File: src/rtl/mos_switch_eval.sv
// mos_switch_eval: lane-parallel, single-cycle-latency evaluator of
// switch-level nmos/pmos behaviour over the six-valued set
// 0, 1, X, Z, L, H (codes 0..5; codes 6 and 7 read as X).
//
// Handshake: valid-only, no backpressure. A sample is accepted on every
// rising clk edge where in_valid=1. Its results appear on nmos_out/pmos_out
// one edge later, with out_valid=1 for that cycle. When in_valid=0 the
// result registers hold and out_valid drops to 0.
module mos_switch_eval #(
  parameter int LANES = 1
) (
  input  logic               clk,
  input  logic               reset,
  input  logic               in_valid,
  input  logic [3*LANES-1:0] data_in,
  input  logic [3*LANES-1:0] gate_in,
  output logic               out_valid,
  output logic [3*LANES-1:0] nmos_out,
  output logic [3*LANES-1:0] pmos_out
);

  localparam logic [2:0] V0 = 3'd0;
  localparam logic [2:0] V1 = 3'd1;
  localparam logic [2:0] VX = 3'd2;
  localparam logic [2:0] VZ = 3'd3;
  localparam logic [2:0] VL = 3'd4;
  localparam logic [2:0] VH = 3'd5;

  // Illegal codes collapse to X before any evaluation.
  function automatic logic [2:0] legalize(input logic [2:0] v);
    legalize = (v > VH) ? VX : v;
  endfunction

  // One switch. on_code is the gate value that turns the device on; the
  // other strong gate value turns it off; anything else leaves the gate
  // unknown, so a strong data value can only be claimed as "value-or-Z".
  function automatic logic [2:0] eval_switch(input logic [2:0] data,
                                             input logic [2:0] gate,
                                             input logic [2:0] on_code,
                                             input logic [2:0] off_code);
    logic [2:0] d;
    d = legalize(data);
    if (gate == on_code) begin
      eval_switch = d;
    end else if (gate == off_code) begin
      eval_switch = VZ;
    end else begin
      case (d)
        V0:      eval_switch = VL;
        V1:      eval_switch = VH;
        default: eval_switch = d;
      endcase
    end
  endfunction

  logic               valid_q, valid_d;
  logic [3*LANES-1:0] nmos_q, nmos_d;
  logic [3*LANES-1:0] pmos_q, pmos_d;

  // Next-state: evaluate every lane when a sample is offered, else hold.
  always_comb begin
    valid_d = in_valid;
    nmos_d  = nmos_q;
    pmos_d  = pmos_q;
    if (in_valid) begin
      for (int k = 0; k < LANES; k++) begin
        nmos_d[3*k +: 3] = eval_switch(data_in[3*k +: 3], gate_in[3*k +: 3], V1, V0);
        pmos_d[3*k +: 3] = eval_switch(data_in[3*k +: 3], gate_in[3*k +: 3], V0, V1);
      end
    end
  end

  // Result registers; reset drives every lane to Z and drops out_valid.
  always_ff @(posedge clk or posedge reset) begin
    if (reset) begin
      valid_q <= 1'b0;
      nmos_q  <= {LANES{VZ}};
      pmos_q  <= {LANES{VZ}};
    end else begin
      valid_q <= valid_d;
      nmos_q  <= nmos_d;
      pmos_q  <= pmos_d;
    end
  end

  assign out_valid = valid_q;
  assign nmos_out  = nmos_q;
  assign pmos_out  = pmos_q;

endmodule

File: config.mk
export PLATFORM = sky130hd
export DESIGN_NAME = mos_switch_eval
export DESIGN_NICKNAME = d
export VERILOG_FILES = /design/src/rtl/mos_switch_eval.sv
export SDC_FILE = /design/constraint.sdc
export NUM_CORES = 1
export LEC_CHECK = 0
export BUFFER_PORTS_ARGS = -buffer_cell sky130_fd_sc_hd__clkbuf_2
export CELL_PAD_IN_SITES_DETAIL_PLACEMENT = 0
export CELL_PAD_IN_SITES_GLOBAL_PLACEMENT = 1
export CORE_AREA = 10 10 47 49
export CTS_CLUSTER_DIAMETER = 30
export DETAILED_ROUTE_END_ITERATION = 10
export DIE_AREA = 0 0 57 59
export GPL_ROUTABILITY_DRIVEN = 0
export PLACE_DENSITY = 0.61
export SLEW_MARGIN = 10
export SYNTH_ARGS = -nofsm -noshare
export SYNTH_HDL_FRONTEND = slang
export SYNTH_SLANG_ARGS = --single-unit
File: constraint.sdc
create_clock -name clk -period 0.85 [get_ports clk]
set_clock_uncertainty 0.1 [all_clocks]
set_input_delay 0.17 -clock clk [delete_from_list [all_inputs] [get_ports clk]]
set_output_delay 0.17 -clock clk [all_outputs]
set_load 0.05 [all_outputs]
==> After elaboration in Yosys (flattened, before gate mapping) <==
Cells that the tools add are included.
{ "word_totals": {"ff_bits": 7, "word_cells": 14} }
{ "op_classes": {"eq_ne": 2, "magnitude_cmp": 1, "reduce_logical": 2, "n_mux": 6} }
{ "ops": {"columns": ["cell", "n"], "rows": [
  ["3-bit two-way mux", 5],
  ["3-bit by 1-bit == test with 1-bit output, second input constant", 2],
  ["3-bit zero test", 2],
  ["3-bit one-hot mux with 2 select lines", 1],
  ["3-bit greater-than comparator, second input constant", 1]
]} }

==> Depth between registers and ports, before layout <==
Gate-level depths: netlist (run 1).
{ "logic_depth": {"ltp_word": 6, "depth_mapped": 4, "ltp_nobuf": 3} }

==> Worst setup path before layout (run 1) <==
No wires, ideal clock.
{ "synth_path": {"kind": "reg-to-reg", "startpoint": "reg nmos_out[0] (netlist name)", "endpoint": "reg nmos_q[0], in the netlist nmos_out[0]", "stages_incl_launch_ff": 3, "period_less_slack_ns": 1.024, "slack_ns": -0.174, "t_arrival_ns": 0.851, "t_required_ns": 0.677, "cell_sequence": "dfstp_2 -> nor2_1 -> a21oi_1"} }
{ "synth_lines": {"columns": ["item", "line", "text"], "rows": [
  ["end signal, assigned", "77", "nmos_q <= {LANES{VZ}};"],
  ["end signal, assigned", "81", "nmos_q <= nmos_d;"],
  ["end, declared", "57", "logic [3*LANES-1:0] nmos_q, nmos_d;"]
]} }

==> Worst setup path in the final report (run 1) <==
{ "layout_path": {"startpoint": "reg pmos_q[1], in the netlist pmos_out[1]", "endpoint": "out pmos_out[1]"} }
{ "layout_lines": {"columns": ["item", "line", "text"], "rows": [
  ["start, declared", "58", "logic [3*LANES-1:0] pmos_q, pmos_d;"],
  ["start signal, assigned", "78", "pmos_q <= {LANES{VZ}};"],
  ["start signal, assigned", "82", "pmos_q <= pmos_d;"],
  ["end, declared", "19", "output logic [3*LANES-1:0] pmos_out"]
]} }
No word-level cell between the ends.

==> run summary, run 1 <==
The run finished, with violations left. The checks that failed: setup timing. STA classifies the critical path startpoint as a register. After clock tree synthesis, the clock-pin slew on the worst setup and hold paths is 0.05 ns. The clock drives 7 sinks. The synthesized netlist contains 13 unique library cells. The half-perimeter wire length of the detailed placement result is 657 µm, and the routed wire length per instance is 11.8 µm.

For the row count, the log shows 14. The final worst-path setup slack was -0.362 ns; the number of antenna violations at the first check in global routing was 0. TritonCTS built the clock tree.

The count of buffering cells on the critical path with inverters included is 1. sky130_fd_sc_hd__dfstp_2 takes more of the synthesized area than any other cell. The count of final max-slew check failures is 0, and the number of endpoints with negative hold slack in the final report is 0. After filler insertion, the fill cell instance count of the layout stands at 148. The maximum count of clock buffers along a single path was 2. The worst slack on hold paths was 0.0437 ns. Capturing point of the worst reg2reg path: nmos_out[0]. The floorplan step defined a die boundary enclosing 0.00336 mm².

Synthesis produced a netlist whose cell count is 30. The first global-routing pass estimated 1290 µm of wire. The number of global-route vias before repair came out at 310. In this run, placement finished with an instance count of 62. For the via total after detailed routing, the log shows 293. Endpoint kind of the worst setup timing path: an output pin. The logs give 63 for the number of nets in the final layout and 440 µm for the met2 wire length.

sky130_fd_sc_hd__nor2_1 is the most common cell in the netlist. The clock period minus worst slack was 1.21 ns; the post-detailed-route DRC marker count was 0. Type of the most critical hold path: in -> reg.

The number of register bits inferred by synthesis was 7; the total of buffers placed on input and output ports was 15. The tools report the netlist area before placement as 312 µm². The proportion of synthesized chip area in sequential cells is 0.578. Global routing finished with a remaining overflow of 0. The dominant register cell in the synthesized netlist is sky130_fd_sc_hd__dfstp_2. For the worst slew margin relative to its limit, the log shows 0.816. The tools report the worst reg2reg path startpoint as nmos_out[0].

The commonest cells after synthesis are 6 x sky130_fd_sc_hd__nor2_1, 4 x sky130_fd_sc_hd__a21oi_1, 4 x sky130_fd_sc_hd__dfstp_2, 4 x sky130_fd_sc_hd__inv_1, 3 x sky130_fd_sc_hd__dfrtp_1. In this run, the number of DRC markers left after iteration 0 of detailed routing was 6. Proportion of register bits with asynchronous set or reset after synthesis: 1.00. Counting cells, the worst reg-to-reg path comes to 3.

Setup slack on the worst reg-to-reg path comes out at -0.14 ns. The worst-path maximum fanout came out at 2. In this run the static leakage power is 0.265 nW. The die is 57 µm wide. Timing would allow up to 825 MHz.

From synthesis to final layout, the design area changed by 85.5%. For the clock latency on the worst-skew pair, the log shows 0.25 ns. The number of non-filler instances in the completed layout was 69.

In this run the vertical extent of the chip is 59 µm. In this run the remaining antenna-violating nets after routing total 0. The highest routing layer actually used was met3. The largest individual stage delay along the critical path comes from the cell sky130_fd_sc_hd__dfstp_2. Setup repair after global routing could not meet its margin everywhere.

The flip-flop and latch area is 184 µm². The tools report the launching element of the worst setup path as pmos_out[1]. The logs give 2 for the first-pass iteration count of the detailed router and 0.222 for the starting density of the core. Entering global routing, the biggest net connects 8 pins. At the pin with the least slew margin, the transition time is 0.276 ns. The ratio of cells with drive above 1 in the final layout came out at 0.642. The root buffer cell chosen for the clock tree is sky130_fd_sc_hd__clkbuf_4.

Top cell type's share of synthesized area: 0.337. For the final routed database, the setup TNS stands at -2.37 ns. The aggregate global-route resource usage is 0.0494. The Yosys step of the flow raised 0 warnings.

The required time at the worst-slack endpoint came out at 0.58 ns. During I/O placement, the number of pins put on the boundary was 16. The arrival time at the worst endpoint was 0.94 ns. The total nets after synthesis is 39, and the routed wire length is 812 µm. The maximum ir drop on the vdd rail was 0.00106 V. The critical path goes through buf_12. The most critical setup path has its endpoint at pmos_out[1].

The run gives 0.413 as the share of the core filled with cells. For the total power after layout, the log shows 1.07 mW. Met3 routed wirelength: 89 µm. Yosys attributes the largest share of cell area to sky130_fd_sc_hd__dfstp_2 34%, sky130_fd_sc_hd__dfrtp_1 24%, sky130_fd_sc_hd__nor2_1 7.2%. The worst setup path is of the reg -> out kind. Max-cap violations in this run came to 0. In the final layout, the multi-input gates occupy 115 µm². The tools report the antenna diode count as 0.

Setup violations remaining at the end of the flow were counted as 10. The final worst-path cycle share was 1.43. The maximum level of the CTS H-tree was 1; the routed metal-1 wire length was 283 µm. The number of vias per cell after detailed routing came out at 4.25. For this run, the slowest stage of the critical path takes 0.55 ns.

Yosys mapped a number of flops with a built-in enable equal to 0. The number of clock buffers added by TritonCTS is 3. The gate family responsible for the most delay along the worst path was flip-flops. Dividing total power by cell area gives a power density of 1850 mW/mm².

The mean cell area of the mapped netlist was 10.4 µm²; the total core area was 0.00140 mm². Logic depth of the worst setup path including buffers: 1.
## per-layer routing
layer	GRT usage	vias to the layer above
li1	-	147
met1	0.0371	138
met2	0.0868	8
met3	0.0515	0
met4	0.0101	0
met5	0	-
## report_power, final
part	leakage, nW	switching (mW)	internal (mW)
logic	0.175	0.186	0.173
clock network	0.0150	0.114	0.179
registers	0.0753	0.0311	0.383
## state kept, by name (all words and copies together), names as in the netlist
name       cells
pmos_out       3
nmos_out       3
out_valid      1
## cell families after synthesis
kind of cell	share of synthesized area
AO/OA/AOI/OAI	0.217
AND/OR/NAND/NOR	0.133
flip-flops	0.578
buffers and inverters	0.0723
## what timing repair did
action / in CTS / in global routing
pin swaps: 0 / 2
cloned: 0 / 0
endpoints found under the hold margin: 7 / 0
hold buffers: 1 / 0
setup buffers: 0 / 2
endpoints found under the setup margin: 9 / 11
gates resized for setup: 6 / 5
## stage by stage
| step | cell area [µm²] | setup slack [ns] |
|---|---|---|
| after floorplan | 315 | -0.157 |
| after global placement | 490 | -0.0942 |
| after detailed placement | 490 | -0.0960 |
| after CTS | 553 | -0.371 |
| after global routing | 578 | -0.382 |
| final | 578 | -0.362 |
## layout by cell type, fill, tap and decap left out, drive strengths merged
| master | instances |
|---|---|
| nand2b | 1 |
| a21boi | 2 |
| o22ai | 2 |
| o22a | 1 |
| buf | 11 |
| nor2 | 6 |
| dfrtp | 3 |
| a211oi | 1 |
| a21oi | 4 |
| dfstp | 4 |
| inv | 4 |
| nor3 | 1 |
| clkbuf | 12 |
| dlygate4sd3 | 1 |
## layout make-up
| cell class | count | share of cell area |
|---|---|---|
| tap | 16 | 0.0346 |
| inverter | 4 | 0.0260 |
| sequential | 7 | 0.318 |
| timing repair buffer | 20 | 0.377 |
| clock buffer | 4 | 0.0455 |
| multi-input combinational | 18 | 0.199 |
## how the worst min path moves through the flow
stage | start | endpoint | slack [ns] | depth (start not counted)
global placement | reset | out_valid | -0.008 | 2
detailed placement | reset | out_valid | -0.007 | 2
floorplan | reset | nmos_out[2] | -0.13 | 1
global route | in_valid | out_valid | 0.04 | 1
CTS | in_valid | out_valid | 0.04 | 1
finish | in_valid | out_valid | 0.04 | 1
No activity file was read; power rests on OpenSTA's default activity.
==> inputs of run 2 (changes only) <==
--- a/config.mk
+++ b/config.mk
@@ -14,6 +14,7 @@
 export DIE_AREA = 0 0 57 59
 export GPL_ROUTABILITY_DRIVEN = 0
 export PLACE_DENSITY = 0.61
+export RECOVER_POWER = 50
 export SLEW_MARGIN = 10
 export SYNTH_ARGS = -nofsm -noshare
 export SYNTH_HDL_FRONTEND = slang
==> run 2 against run 1 <==
Net effect: the run still ends with setup timing left; sequential power is essentially flat; clock power is essentially flat; die area is the same; critical path depth is the same; final area shrank 0.22%; via count shrank 0.34%; non-clock buffer count is the same; power is essentially flat; worst hold slack gained 0.044 ns; cell count is the same; largest cell class unchanged.
==> run summary, run 2 (synthesis results as in run 1) <==
The routed wire length per instance works out to 11.7 µm (-0.49%). The critical path is of the reg -> out type. On the critical path, the stage with the largest delay is an instance of sky130_fd_sc_hd__dfstp_2. TritonCTS built the clock tree. Die height: 59 µm (unchanged). The maximum level of the CTS H-tree is 1 (unchanged). The run gives 0.222 (unchanged) as the starting density of the core. The logs give 0.25 ns (about the same) for the clock latency on the worst-skew pair and 824 MHz (about the same) for the fmax. The tools report the first-pass iteration count of the detailed router as 2 (unchanged). The number of global-route vias before repair came out at 310 (unchanged). The ratio of cells with drive above 1 in the final layout was 0.623 (-0.0189); the post-route cell area was 577 µm² (-0.22%).

Leaving out fill and tap cells, the most frequent cell in the layout is sky130_fd_sc_hd__clkbuf_2. The number of cells after detailed placement is 62 (unchanged). The run gives 0.00140 mm² (unchanged) as the total core area. The number of nets with antenna violations after detailed routing is 0 (unchanged).

Gate family responsible for the most delay along the worst path: flip-flops. The final worst-path cycle share works out to 1.43 (about the same). For the total power after layout, the log shows 1.07 mW (about the same). For the half-perimeter wire length of the detailed placement result, the log shows 657 µm (unchanged). The routed wire length was 808 µm (-0.49%); the number of nets in the final layout was 63 (unchanged). The number of vias per cell after detailed routing is 4.23 (-0.34%).

Launching element of the worst setup path: pmos_out[1]. The total of buffers placed on input and output ports works out to 15 (unchanged). STA classifies the critical path endpoint as an output pin. The tools report the antenna diode count as 0 (unchanged).

Width of the die: 57 µm (unchanged). The max-cap violation count is 0 (unchanged), and the via total after detailed routing is 292 (-0.34%). The clock period minus worst slack was 1.21 ns (+0.000602 ns). The worst hold path begins at in_valid. The setup slack on the worst flop-to-flop path was -0.14 ns (about the same); the reported leakage power was 0.261 nW (-1.4%). Walking the worst path, the cells encountered are buf_12. The flow ran to the end, but the final reports show violations. For the summed negative setup slack over all endpoints, the log shows -2.37 ns (-0.00259 ns).

For the worst slew margin relative to its limit, the log shows 0.767 (-0.0486). The final worst-path setup slack is -0.363 ns (-0.000602 ns), and the number of endpoints with negative hold slack in the final report is 0 (unchanged). The number of non-filler instances in the completed layout is 69 (unchanged). The maximum cell stage delay along the critical path is 0.55 ns (about the same), and the transition time of the tightest slew-check pin is 0.349 ns (+0.0732 ns). The total power divided by cell area was 1850 mW/mm² (+0.14%). The startpoint identified for the worst register-to-register timing path is nmos_out[0]. The synthesis-to-layout area growth is 85.1%. The run gives 0 (unchanged) as the total congestion overflow.

The CTS buffer count came out at 3 (unchanged). Type of element launching the critical path: a register. Setup repair after global routing could not meet its margin everywhere. Row count: 14 (unchanged). The count of buffering cells on the critical path with inverters included was 1 (unchanged); the total die area was 0.00336 mm² (unchanged). The tree is rooted in a sky130_fd_sc_hd__clkbuf_4.

The worst slack on hold paths was 0.0874 ns (+0.0436 ns); the number of antenna violations at the first check in global routing was 0 (unchanged). The detailed router's first-iteration violation count was 6 (unchanged). The tools report the aggregate global-route resource usage as 0.0494 (unchanged).

The run gives 0.00106 V (about the same) as the maximum ir drop on the vdd rail. The number of top-level pins is 16 (unchanged), and the fill cell total of the finished layout is 149 (+0.68%). The maximum number of pins on one net before global-route repair was 8 (unchanged). Maximum count of clock buffers along a single path: 2 (unchanged).

The final reports fail on setup timing. The logs give 7 (unchanged) for the clock net sink count and 10 (unchanged) for the count of endpoints failing setup in the final report. The required time at the worst-slack endpoint was 0.58 ns (about the same); the placed instance area was 490 µm² (unchanged). In the layout the commonest cells are 7 x sky130_fd_sc_hd__clkbuf_2, 5 x sky130_fd_sc_hd__nor2_1, 5 x sky130_fd_sc_hd__buf_12. The post-detailed-route DRC marker count came out at 0 (unchanged). The arrival time at the worst endpoint was 0.94 ns (about the same).

The logs give 1290 µm (unchanged) for the wire length of the first global-routing pass and 0 (unchanged) for the count of final max-slew check failures. Type of the most critical hold path: in -> reg. The clock-pin transition on the worst setup and hold timing paths is 0.05 ns (about the same).

Worst-path maximum fanout: 2 (unchanged).
-- run 2: final timing paths --
kind | endpoint | cells after the start
hold / removal | out_valid | 1
max in group asynchronous | nmos_out[1] | 3
setup reg to reg | nmos_out[0] | 3
hold reg to reg | pmos_out[2] | 2
setup / recovery | pmos_out[1] | 1
min in group asynchronous | out_valid | 3
-- run 2: cell type report --
cell class,instances,area [µm²],area share
clock buffer,4,26.3,0.0456
timing repair buffer,20,216,0.375
tap,16,20.0,0.0347
inverter,4,15.0,0.0260
multi-input combinational,18,115,0.200
sequential,7,184,0.319
-- run 2: layer usage --
metal  global-route usage  vias to the layer above  wire length [µm]
met5                    0                        -                 0
met3               0.0515                        0                89
li1                     -                      147                 -
met1               0.0371                      137               279
met4               0.0101                        0                 0
met2               0.0868                        8               439
-- run 2: power breakdown --
part | leakage, nW | switching, mW | internal, mW
sequential | 0.0753 | 0.0311 | 0.383
combinational | 0.171 | 0.186 | 0.172
clock | 0.0150 | 0.115 | 0.179
-- run 2: stage by stage --
step | util | worst slack [ns]
CTS | 0.395 | -0.371
finish | 0.412 | -0.363
detailed placement | 0.350 | -0.0960
global placement | 0.350 | -0.0942
global route | 0.412 | -0.382
floorplan | - | -0.157
-- run 2: what timing repair did --
action,in CTS,in global routing
hold buffers,1,0
setup endpoints to repair,9,11
hold endpoints to repair,7,0
setup buffers,0,2
pin swaps,0,2
gates cloned,0,0
gates resized for setup,6,5
==> inputs of run 3 (changes only) <==
==> constraint.sdc (replaced) <==
create_clock -name clk -period 1.3 [get_ports clk]
set_clock_uncertainty 0.1 [all_clocks]
set_input_delay 0.26 -clock clk [delete_from_list [all_inputs] [get_ports clk]]
set_output_delay 0.26 -clock clk [all_outputs]
set_load 0.05 [all_outputs]
==> run 3 against run 2 <==
Net effect: the run still ends with setup timing left; sequential share of layout area grew 3.1 points; sequential cell count stayed put; register-to-register slack improved by 0.53 ns; final area decreased by 11%; power shrank 38%; worst setup slack improved by 0.34 ns; clock power decreased by 33%; non-clock buffer count is 4 lower; die area did not move; largest power group unchanged; highest routed layer unchanged.
==> run summary, run 3 (synthesis results as in run 1) <==
The run gives 11 (+3) as the maximum number of pins on one net before global-route repair. The number of vias per cell after detailed routing was 4.12 (-2.6%). The maximum ir drop on the vdd rail is 0.000461 V (-56%). The fmax came out at 757 MHz. The switching share of power was 0.319 (+0.00776).

The slowest stage of the critical path is the sky130_fd_sc_hd__dfstp_2 cell. The half-perimeter wire length of the detailed placement result is 614 µm (-6.5%), and the total congestion overflow is 0 (unchanged). The max-cap violation count was 0 (unchanged). The number of nets with antenna violations after detailed routing was 0 (unchanged). The tools report the routed wire length as 794 µm (-1.7%). TritonCTS built the clock tree. Setup repair after global routing could not meet its margin everywhere. The ratio of cells with drive above 1 in the final layout was 0.490 (-0.133). The number of endpoints with negative hold slack in the final report is 0 (unchanged), and the final worst-path setup slack is -0.0213 ns (+0.342 ns).

The transition time of the tightest slew-check pin is 0.404 ns (+0.0553 ns). The clock-pin transition on the worst setup and hold timing paths is 0.06 ns (about the same). For the combinational share of power, the log shows 0.306 (-0.030). The die height was 59 µm (unchanged); the synthesis-to-layout area growth was 65.1%. The logs give 0.396 (+0.007) for the part of the power in registers and 344 (+11%) for the number of global-route vias before repair. The logs give 0 (unchanged) for the post-detailed-route DRC marker count and 59 (-6.3%) for the number of nets in the final layout. Reported leakage power: 0.244 nW (-6.5%). The aggregate global-route resource usage came out at 0.0537 (+0.00429).

The count of endpoints failing setup in the final report is 4 (-6). The tools report the internal power consumption as 0.453 mW (-38%). The kind of critical path is reg -> out. The row count was 14 (unchanged). The signal on the critical path passes through clkbuf_16. The clock power share was 0.298 (+0.023); the wire length of the first global-routing pass was 1430 µm (+11%). The run gives 0 (unchanged) as the number of antenna violations at the first check in global routing. The worst-case reg-to-reg path depth came out at 2 (-1).

The run gives 0.00336 mm² (unchanged) as the total die area. The count of buffering cells on the critical path with inverters included was 1 (unchanged); the clock net sink count was 7 (unchanged). The total of buffers placed on input and output ports is 15 (unchanged).

The most frequent standard cell in the layout excluding fill and tap cells was sky130_fd_sc_hd__clkbuf_2. The number of setup buffers added after CTS was 0 (unchanged); the total power after layout was 0.666 mW (-38%). The total core area came out at 0.00140 mm² (unchanged). The fill cell total of the finished layout was 149 (unchanged); the total net switching power was 0.213 mW (-36%).

The starting density of the core is 0.222 (unchanged). The tools report the endpoint kind of the worst setup timing path as an output pin. The critical path ends at nmos_out[1]. The run gives 65 (-5.8%) as the number of non-filler instances in the completed layout.

The endpoint identified for the worst register-to-register timing path is pmos_out[0]. The total power divided by cell area came out at 1290 mW/mm² (-30%). Post-place setup slack: 0.158 ns (+0.254 ns). The maximum level of the CTS H-tree is 1 (unchanged). In this run the worst hold path is classified as in -> reg. The gate family responsible for the most delay along the worst path is flip-flops. The logs give 0.39 ns (+0.53 ns) for the setup slack on the worst flop-to-flop path and 0.25 ns (about the same) for the clock latency on the worst-skew pair. The detailed router's first-iteration violation count is 0 (-6), and the required time at the worst-slack endpoint is 0.94 ns (+0.36 ns). The worst slack on hold paths is 0.216 ns (+0.129 ns), and the maximum count of clock buffers along a single path is 2 (unchanged). The clock period minus worst slack is 1.32 ns, and the worst-path maximum fanout is 2 (unchanged). The run finished, with violations left. In this run the worst setup path begins at nmos_out[1]. The width of the die came out at 57 µm (unchanged). Clock tree synthesis selected as its root buffer the cell sky130_fd_sc_hd__clkbuf_4. The checks that failed: setup timing. The tools report the number of top-level pins as 16 (unchanged).

The logic depth of the worst setup path including buffers is 1 (unchanged). The number of cells after detailed placement is 60 (-3.2%), and the first-pass iteration count of the detailed router is 1 (-1). Count of final max-slew check failures: 0 (unchanged).

In this run the critical register-to-register path is launched from pmos_out[0]. The logs give 0.367 (-0.0446) for the share of the core filled with cells and 0.730 (-0.0369) for the worst slew margin relative to its limit. The routed wire length per instance is 12.2 µm (+4.3%). For the arrival time at the worst endpoint, the log shows 0.96 ns (+0.02 ns). The library cells used most frequently in the layout, excluding fill and tap cells, are 10 x sky130_fd_sc_hd__clkbuf_2, 6 x sky130_fd_sc_hd__nor2_1. The maximum cell stage delay along the critical path came out at 0.55 ns (about the same). The final worst-path cycle share was 1.02. The worst setup path is launched from a register. The logs give 0 (unchanged) for the antenna diode count and 3 (unchanged) for the CTS buffer count.

The via total after detailed routing was 268 (-8.2%).
## run 3: cell count changes in the layout (fill, tap and decap cells not counted), moves of 3 or more
cell	previous run	this run
sky130_fd_sc_hd__clkbuf_2	7	10
sky130_fd_sc_hd__buf_4	3	0
sky130_fd_sc_hd__dfrtp_1	0	3
sky130_fd_sc_hd__buf_12	5	0
sky130_fd_sc_hd__buf_8	3	0
sky130_fd_sc_hd__dfrtp_2	3	0
sky130_fd_sc_hd__clkbuf_16	0	4
## run 3: worst min path at each step
stage	endpoint	cells after the start	slack, ns	start
final	out_valid	1	0.22	in_valid
after global routing	nmos_out[2]	3	0.24	gate_in[2]
after CTS	out_valid	1	0.15	in_valid
after detailed placement	nmos_out[2]	2	0.08	reset
after global placement	nmos_out[2]	2	0.08	reset
after floorplan	nmos_out[2]	1	-0.04	reset
## run 3: layout make-up
cell class                      instances  area, µm²  share of cell area
Sequential cell                         7        180               0.350
Timing Repair Buffer                   16        164               0.319
Tap cell                               16       20.0              0.0389
Multi-Input combinational cell         18        109               0.212
Inverter                                4       15.0              0.0292
Clock buffer                            4       26.3              0.0511
## run 3: timing repair
action | in CTS | in global routing
endpoints found under the setup margin | 4 | 4
pin swaps | 0 | 0
endpoints found under the hold margin | 3 | 0
hold buffers | 1 | 0
gates resized for setup | 12 | 0
## run 3: metal layers
layer	part of all wire	GRT usage
met5	0	0
met4	0	0.0302
met3	0.10	0.0365
met2	0.56	0.0868
met1	0.34	0.0502
## run 3: per-stage QoR
stage	cell area [µm²]	TNS, ns
2_1_floorplan	312	0
3_5_place_dp	399	0
5_1_grt	514	-0.174
6_report	514	-0.0595
4_1_cts	515	-0.114
3_3_place_gp	399	0
## run 3: power groups by stage
stage	clock network (mW)	registers [mW]	logic (mW)
after floorplan	0	0.337	0.0373
after global routing	0.219	0.267	0.217
after detailed placement	0	0.261	0.157
final	0.198	0.264	0.204
after global placement	0	0.260	0.157
after CTS	0.209	0.264	0.207
